### config.mk
export PLATFORM = sky130hd
export DESIGN_NAME = clk_fail_monitor_flat
export DESIGN_NICKNAME = d
export VERILOG_FILES = /design/src/rtl/clk_fail_monitor_if.sv /design/src/rtl/clk_fail_monitor.sv /design/src/flat_wrapper.sv
export SDC_FILE = /design/constraint.sdc
export NUM_CORES = 1
export LEC_CHECK = 0
export ABC_AREA = 1
export CAP_MARGIN = 20
export CORE_ASPECT_RATIO = 0.9
export CORE_MARGIN = 3
export CORE_UTILIZATION = 64
export CTS_BUF_LIST = sky130_fd_sc_hd__clkbuf_2 sky130_fd_sc_hd__clkbuf_4 sky130_fd_sc_hd__clkbuf_8
export DETAILED_ROUTE_END_ITERATION = 8
export GPL_TIMING_DRIVEN = 0
export PLACE_DENSITY_LB_ADDON = 0.05
export SYNTH_ARGS = -nofsm -noshare
export SYNTH_HDL_FRONTEND = slang
export SYNTH_SLANG_ARGS = --single-unit
### constraint.sdc
create_clock -name clk -period 2.7 [get_ports clk]
set_input_delay 0.54 -clock clk [delete_from_list [all_inputs] [get_ports clk]]
set_output_delay 0.54 -clock clk [all_outputs]
set_load 0.05 [all_outputs]
### src/rtl/clk_fail_monitor_if.sv
// clk_fail_monitor_if: monitor control inputs and switch/status outputs
`timescale 1ns/1ps
interface clk_fail_monitor_if #(
    parameter int CNT_W = 8
);
    logic             clk_mon;
    logic             enable;
    logic             force_backup;
    logic             fail_clr;
    logic             switch_en;
    logic             mon_fail;
    logic             window_done;
    logic [CNT_W-1:0] edge_count;

    modport master (
        output clk_mon, enable, force_backup, fail_clr,
        input  switch_en, mon_fail, window_done, edge_count
    );

    modport slave (
        input  clk_mon, enable, force_backup, fail_clr,
        output switch_en, mon_fail, window_done, edge_count
    );
endinterface

### src/rtl/clk_fail_monitor.sv
// clk_fail_monitor: windowed edge counting of clk_mon with fail/recover hysteresis driving switch_en
`timescale 1ns/1ps
module clk_fail_monitor #(
    parameter int WINDOW          = 16,
    parameter int MIN_EDGES       = 2,
    parameter int FAIL_WINDOWS    = 2,
    parameter int RECOVER_WINDOWS = 4,
    parameter int CNT_W           = 8
) (
    input logic                clk,
    input logic                rst,
    clk_fail_monitor_if.slave  bus
);
    localparam int WIN_W   = $clog2(WINDOW);
    localparam int RUN_MAX = (FAIL_WINDOWS > RECOVER_WINDOWS) ? FAIL_WINDOWS : RECOVER_WINDOWS;
    localparam int RUN_W   = $clog2(RUN_MAX + 1);

    typedef enum logic [1:0] {PRIMARY, SUSPECT, BACKUP, RECOVER} state_t;

    state_t           r_state;
    state_t           w_state_nxt;
    logic             r_s1;
    logic             r_s2;
    logic             r_s3;
    logic [WIN_W-1:0] r_win_cnt;
    logic [CNT_W-1:0] r_edge_cnt;
    logic [CNT_W-1:0] r_edge_count;
    logic [CNT_W-1:0] w_sum;
    logic [RUN_W-1:0] r_bad_run;
    logic [RUN_W-1:0] r_good_run;
    logic [RUN_W-1:0] w_bad_nxt;
    logic [RUN_W-1:0] w_good_nxt;
    logic [RUN_W-1:0] w_bad_inc;
    logic [RUN_W-1:0] w_good_inc;
    logic             w_edge;
    logic             w_close;
    logic             w_good;
    logic             w_set_fail;
    logic             r_switch_en;
    logic             r_mon_fail;
    logic             r_window_done;

    assign w_edge     = r_s2 & ~r_s3;
    assign w_close    = bus.enable && (r_win_cnt == WIN_W'(WINDOW - 1));
    assign w_sum      = (&r_edge_cnt) ? r_edge_cnt : r_edge_cnt + CNT_W'(w_edge);
    assign w_good     = (w_sum >= CNT_W'(MIN_EDGES));
    assign w_bad_inc  = r_bad_run + RUN_W'(1);
    assign w_good_inc = r_good_run + RUN_W'(1);

    assign bus.switch_en   = r_switch_en;
    assign bus.mon_fail    = r_mon_fail;
    assign bus.window_done = r_window_done;
    assign bus.edge_count  = r_edge_count;

    // Hysteresis state machine: only a window close (or disable) can move state or run counters
    always_comb begin
        w_state_nxt = r_state;
        w_bad_nxt   = r_bad_run;
        w_good_nxt  = r_good_run;
        w_set_fail  = 1'b0;
        if (!bus.enable) begin
            w_state_nxt = PRIMARY;
            w_bad_nxt   = '0;
            w_good_nxt  = '0;
        end else if (w_close) begin
            case (r_state)
                PRIMARY: begin
                    if (!w_good && FAIL_WINDOWS == 1) begin
                        w_state_nxt = BACKUP;
                        w_set_fail  = 1'b1;
                    end else if (!w_good) begin
                        w_state_nxt = SUSPECT;
                        w_bad_nxt   = RUN_W'(1);
                    end
                end
                SUSPECT: begin
                    if (w_good) begin
                        w_state_nxt = PRIMARY;
                        w_bad_nxt   = '0;
                    end else if (w_bad_inc == RUN_W'(FAIL_WINDOWS)) begin
                        w_state_nxt = BACKUP;
                        w_bad_nxt   = '0;
                        w_set_fail  = 1'b1;
                    end else begin
                        w_bad_nxt   = w_bad_inc;
                    end
                end
                BACKUP: begin
                    if (w_good && RECOVER_WINDOWS == 1) begin
                        w_state_nxt = PRIMARY;
                    end else if (w_good) begin
                        w_state_nxt = RECOVER;
                        w_good_nxt  = RUN_W'(1);
                    end
                end
                RECOVER: begin
                    if (!w_good) begin
                        w_state_nxt = BACKUP;
                        w_good_nxt  = '0;
                    end else if (w_good_inc == RUN_W'(RECOVER_WINDOWS)) begin
                        w_state_nxt = PRIMARY;
                        w_good_nxt  = '0;
                    end else begin
                        w_good_nxt  = w_good_inc;
                    end
                end
                default: w_state_nxt = PRIMARY;
            endcase
        end
    end

    // Synchronizer, window timing and edge counting; counters sit at zero while disabled
    always_ff @(posedge clk or posedge rst) begin
        if (rst) begin
            r_s1          <= 1'b0;
            r_s2          <= 1'b0;
            r_s3          <= 1'b0;
            r_win_cnt     <= '0;
            r_edge_cnt    <= '0;
            r_edge_count  <= '0;
            r_window_done <= 1'b0;
        end else begin
            r_s1          <= bus.clk_mon;
            r_s2          <= r_s1;
            r_s3          <= r_s2;
            r_win_cnt     <= (!bus.enable || w_close) ? '0 : r_win_cnt + 1'b1;
            r_edge_cnt    <= (!bus.enable || w_close) ? '0 : w_sum;
            r_edge_count  <= w_close ? w_sum : r_edge_count;
            r_window_done <= w_close;
        end
    end

    // State register and registered outputs; a failover set beats a same-edge clear
    always_ff @(posedge clk or posedge rst) begin
        if (rst) begin
            r_state     <= PRIMARY;
            r_bad_run   <= '0;
            r_good_run  <= '0;
            r_switch_en <= 1'b0;
            r_mon_fail  <= 1'b0;
        end else begin
            r_state     <= w_state_nxt;
            r_bad_run   <= w_bad_nxt;
            r_good_run  <= w_good_nxt;
            r_switch_en <= (w_state_nxt == BACKUP) || (w_state_nxt == RECOVER) || bus.force_backup;
            r_mon_fail  <= w_set_fail || (r_mon_fail && !bus.fail_clr);
        end
    end
endmodule

### src/flat_wrapper.sv
// flat-port wrapper written by rule: the top's interface ports become plain ports
module clk_fail_monitor_flat 
#(
    parameter int WINDOW          = 16,
    parameter int MIN_EDGES       = 2,
    parameter int FAIL_WINDOWS    = 2,
    parameter int RECOVER_WINDOWS = 4,
    parameter int CNT_W           = 8
)
  (clk, rst, bus_clk_mon, bus_enable, bus_force_backup, bus_fail_clr, bus_switch_en, bus_mon_fail, bus_window_done, bus_edge_count);
  clk_fail_monitor_if #(.CNT_W(CNT_W)) bus_i ();
  input logic clk;
  input logic rst;
  input wire logic [$bits(bus_i.clk_mon)-1:0] bus_clk_mon;
  input wire logic [$bits(bus_i.enable)-1:0] bus_enable;
  input wire logic [$bits(bus_i.force_backup)-1:0] bus_force_backup;
  input wire logic [$bits(bus_i.fail_clr)-1:0] bus_fail_clr;
  output wire logic [$bits(bus_i.switch_en)-1:0] bus_switch_en;
  output wire logic [$bits(bus_i.mon_fail)-1:0] bus_mon_fail;
  output wire logic [$bits(bus_i.window_done)-1:0] bus_window_done;
  output wire logic [$bits(bus_i.edge_count)-1:0] bus_edge_count;
  assign bus_i.clk_mon = bus_clk_mon;
  assign bus_i.enable = bus_enable;
  assign bus_i.force_backup = bus_force_backup;
  assign bus_i.fail_clr = bus_fail_clr;
  assign bus_switch_en = bus_i.switch_en;
  assign bus_mon_fail = bus_i.mon_fail;
  assign bus_window_done = bus_i.window_done;
  assign bus_edge_count = bus_i.edge_count;
  clk_fail_monitor #(.WINDOW(WINDOW), .MIN_EDGES(MIN_EDGES), .FAIL_WINDOWS(FAIL_WINDOWS), .RECOVER_WINDOWS(RECOVER_WINDOWS), .CNT_W(CNT_W)) u_core (.clk(clk), .rst(rst), .bus(bus_i));
endmodule
==> flow_metrics.py <==
metrics = {
    "critical_path": {
        "timing.critical_path.mode_cell": "nand2_1",
        "required_ns": 2.93,
        "end_kind": "flip-flop",
        "cp_max_fo": 7,
        "critPathSlowestCell": "dfrtp_1",
        "cp_data_arrival_time_ns": 2.46,
        "cp-start-kind": "flip-flop",
        "critPathMaxStageDelay_ns": 0.37,
        "crit_type": "reg -> reg",
        "crit_chain": "nor2_1, ha_1, ha_1, nand2_1, nand2_1, nand2_1, nor2_1, nand2_1, nor2_4, nand2_4, nand2_2, nand3_2, nand2_1, nand2_1",
    },
    "timing": {
        "post-route-min-period_ns": 2.22,
        "fmax_mhz": 450,
        "tightest_slew_ns": 0.738,
        "rsz0062_at_grt": "false",
        "post-route-period-util_pct": 82.4,
        "whs_ns": 0.367,
        "drv_slew": 0,
        "setup_viol": 0,
        "fin_tns_setup_ns": 0,
        "fin_worst_skew_ns": 0.00867,
        "slew_headroom_pct": 50.8,
        "final_hold_viol_count": 0,
    },
    "synthesis": {
        "avgSynthCellArea_um2": 7.81,
        "ys_types": 23,
        "yosysWarnings": 0,
        "syn-num-nets": 251,
        "synth_seq_cells": 34,
        "netlist_area_um2": 1860,
        "synthCells": 238,
        "yosysSeqAreaShare_pct": 45.8,
    },
    "clock_network": {
        "h-tree-depth": 2,
        "cts_setup_buffers": 0,
        "clk_path_buf_depth": 2,
        "clock_latency_ns": 0.33,
        "clk_pin_slew_ns": 0.10,
        "cts_tree": "yes",
        "postCtsResizedCells": 0,
        "root_buffer": "clkbuf_4",
        "cts_sinks": 34,
        "cts_hold_buf": 0,
        "cts_inserted_buffers": 5,
    },
    "pwr": {
        "vdd_drop_max_uv": 365,
        "power_leakage_uw": 0.00112,
        "p_per_area_nw_per_um2": 418,
        "power.total_uw": 892,
    },
    "job": {
        "maxCapViolations": 0,
    },
    "finish": {
        "ff_latch_area_um2": 851,
        "fill_cells": 191,
        "fin_area_um2": 2130,
        "multi_input_area_um2": 836,
        "area_delta_synth_final_pct": 14.7,
        "antenna_cells": 0,
        "drive_above_1_share_pct": 13.0,
        "nets": 274,
    },
    "grt": {
        "grtUsageTotal_pct": 22.1,
        "grt_remaining_overflow": 0,
        "grt_pass1_wl_um": 6130,
        "grt_util_met1_pct": 30.5,
        "antenna_found_initial": 0,
        "grt_use_met3_pct": 5.71,
        "grt_max_degree": 19,
        "grt_pass1_vias": 1408,
        "top_usage_layer": "met2",
        "use_met2_pct": 33.9,
    },
    "floorplanning": {
        "die_w_um": 62.8,
        "rows": 17,
        "pin_count": 17,
        "die_y_um": 57.1,
        "initial_core_util_pct": 71.1,
        "core_area_um2": 2620,
        "die_area_um2": 3590,
    },
    "place": {
        "hpwlAfterDp_um": 2530,
        "port_buffers": 15,
        "place_congestion": 0.945,
        "dpl_cell_area_um2": 2080,
    },
    "routing": {
        "firstDrtPassIters": 4,
        "num_vias": 1513,
        "viasPerCell": 5.06,
        "ant_nets": 0,
        "drt-initial-drc-count": 69,
        "totalWireLength_um": 3360,
        "wl_per_cell_um": 11.3,
        "drc": 0,
    },
    "min_path": {
        "hp-class": "reg -> reg",
    },
    "status": {
        "status": "finished, final reports clean",
    },
}
==> routing by layer <==
metal | part of all wire, % | wire [um]
met2 | 42 | 1420
met4 | 1.7 | 57
met1 | 51 | 1700
met3 | 5.5 | 184
met5 | 0 | 0
==> stage by stage <==
stage | worst slack, ns | cells | util [%]
6_report | 0.476 | 299 | 81.5
5_1_grt | 0.264 | 299 | 81.5
4_1_cts | 0.457 | 299 | 81.5
3_5_place_dp | 0.495 | 292 | 79.7
3_3_place_gp | 0.605 | 291 | 78.6
2_1_floorplan | 0.836 | 238 | -
==> cell usage after synthesis (all sizes together) <==
cell | n | area, um2
nor3 | 1 | 5.00
inv | 36 | 135
a21oi | 4 | 20.0
o21ai | 8 | 40.0
nand3 | 17 | 105
buf | 5 | 37.5
nand4 | 6 | 37.5
xnor2 | 1 | 8.76
a31oi | 3 | 18.8
dfrtp | 34 | 851
nand2 | 73 | 307
ha | 7 | 87.6
xor2 | 1 | 8.76
nor2 | 40 | 183
nand3b | 2 | 15.0
==> layout by cell type (no fill, tap or decap), types with 3 or more instances in the layout <==
| master | n |
|---|---|
| o21ai_0 | 6 |
| nor2_1 | 31 |
| nor2_2 | 7 |
| nand3_2 | 4 |
| inv_1 | 35 |
| nand2_2 | 4 |
| buf_2 | 3 |
| nand4_1 | 6 |
| a21oi_1 | 4 |
| clkdlybuf4s50_1 | 15 |
| a31oi_1 | 3 |
| nand2_4 | 3 |
| nand3_1 | 13 |
| nand2_1 | 66 |
| clkbuf_4 | 5 |
| dfrtp_1 | 34 |
| ha_1 | 7 |
==> path summary, 6_finish.rpt <==
kind                                       start                                   end  slack (ns)  cells after the start
max                        u_core.r_s3$_DFF_PP0_       u_core.r_bad_run[1]$_DFFE_PP0P_        0.48                     14
min                        u_core.r_s1$_DFF_PP0_                 u_core.r_s2$_DFF_PP0_        0.37                      0
max reg2reg                u_core.r_s3$_DFF_PP0_       u_core.r_bad_run[1]$_DFFE_PP0P_        0.48                     14
min reg2reg                u_core.r_s1$_DFF_PP0_                 u_core.r_s2$_DFF_PP0_        0.37                      0
max in group asynchronous                    rst  u_core.bus.edge_count[2]$_DFFE_PP0P_        1.54                      3
min in group asynchronous                    rst  u_core.bus.edge_count[4]$_DFFE_PP0P_        0.62                      2
==> area by class of cell <==
type / count / area share (%)
Buffer: 5 / 1.76
Clock buffer: 5 / 1.76
Clock inverter: 2 / 0.469
Inverter: 36 / 6.34
Multi-Input combinational cell: 163 / 39.2
Sequential cell: 34 / 39.9
Tap cell: 38 / 2.23
Timing Repair Buffer: 16 / 8.33
==> report_power, final <==
group / switching [uW] / internal, uW / total, uW
Clock: 158 / 93.4 / 251
Combinational: 67.6 / 39.0 / 107
Sequential: 9.97 / 524 / 534
==> state kept, by name, summed over array words and instances, names as in the netlist <==
name / flops
u_core.bus.edge_count: 8
u_core.r_edge_cnt: 8
u_core.r_win_cnt: 4
u_core.r_bad_run: 3
u_core.r_good_run: 3
u_core.r_state: 2
u_core.bus.mon_fail: 1
u_core.bus.switch_en: 1
u_core.bus.window_done: 1
u_core.r_s1: 1
u_core.r_s2: 1
u_core.r_s3: 1
==> cells by family (layout without fill, tap and decap cells) <==
kind of cell / count (synthesis) / after routing / share of synthesized area, %
adders and majority gates: 7 / 7 / 4.71
DFF: 34 / 34 / 45.8
buffers and inverters: 41 / 64 / 9.29
AOI/OAI and AO/OA: 15 / 15 / 4.24
xor gates and xnor gates: 2 / 2 / 0.942
and+or+nand+nor: 139 / 139 / 35.1
==> critical path: cells and delay by family (launching register included) <==
family                   cells  cell delay [ns]
flip-flops                   1             0.37
AND/OR/NAND/NOR             12             1.19
adder cells (fa/ha/maj)      2             0.56
Note: power is estimated with default switching activity, not from simulation.
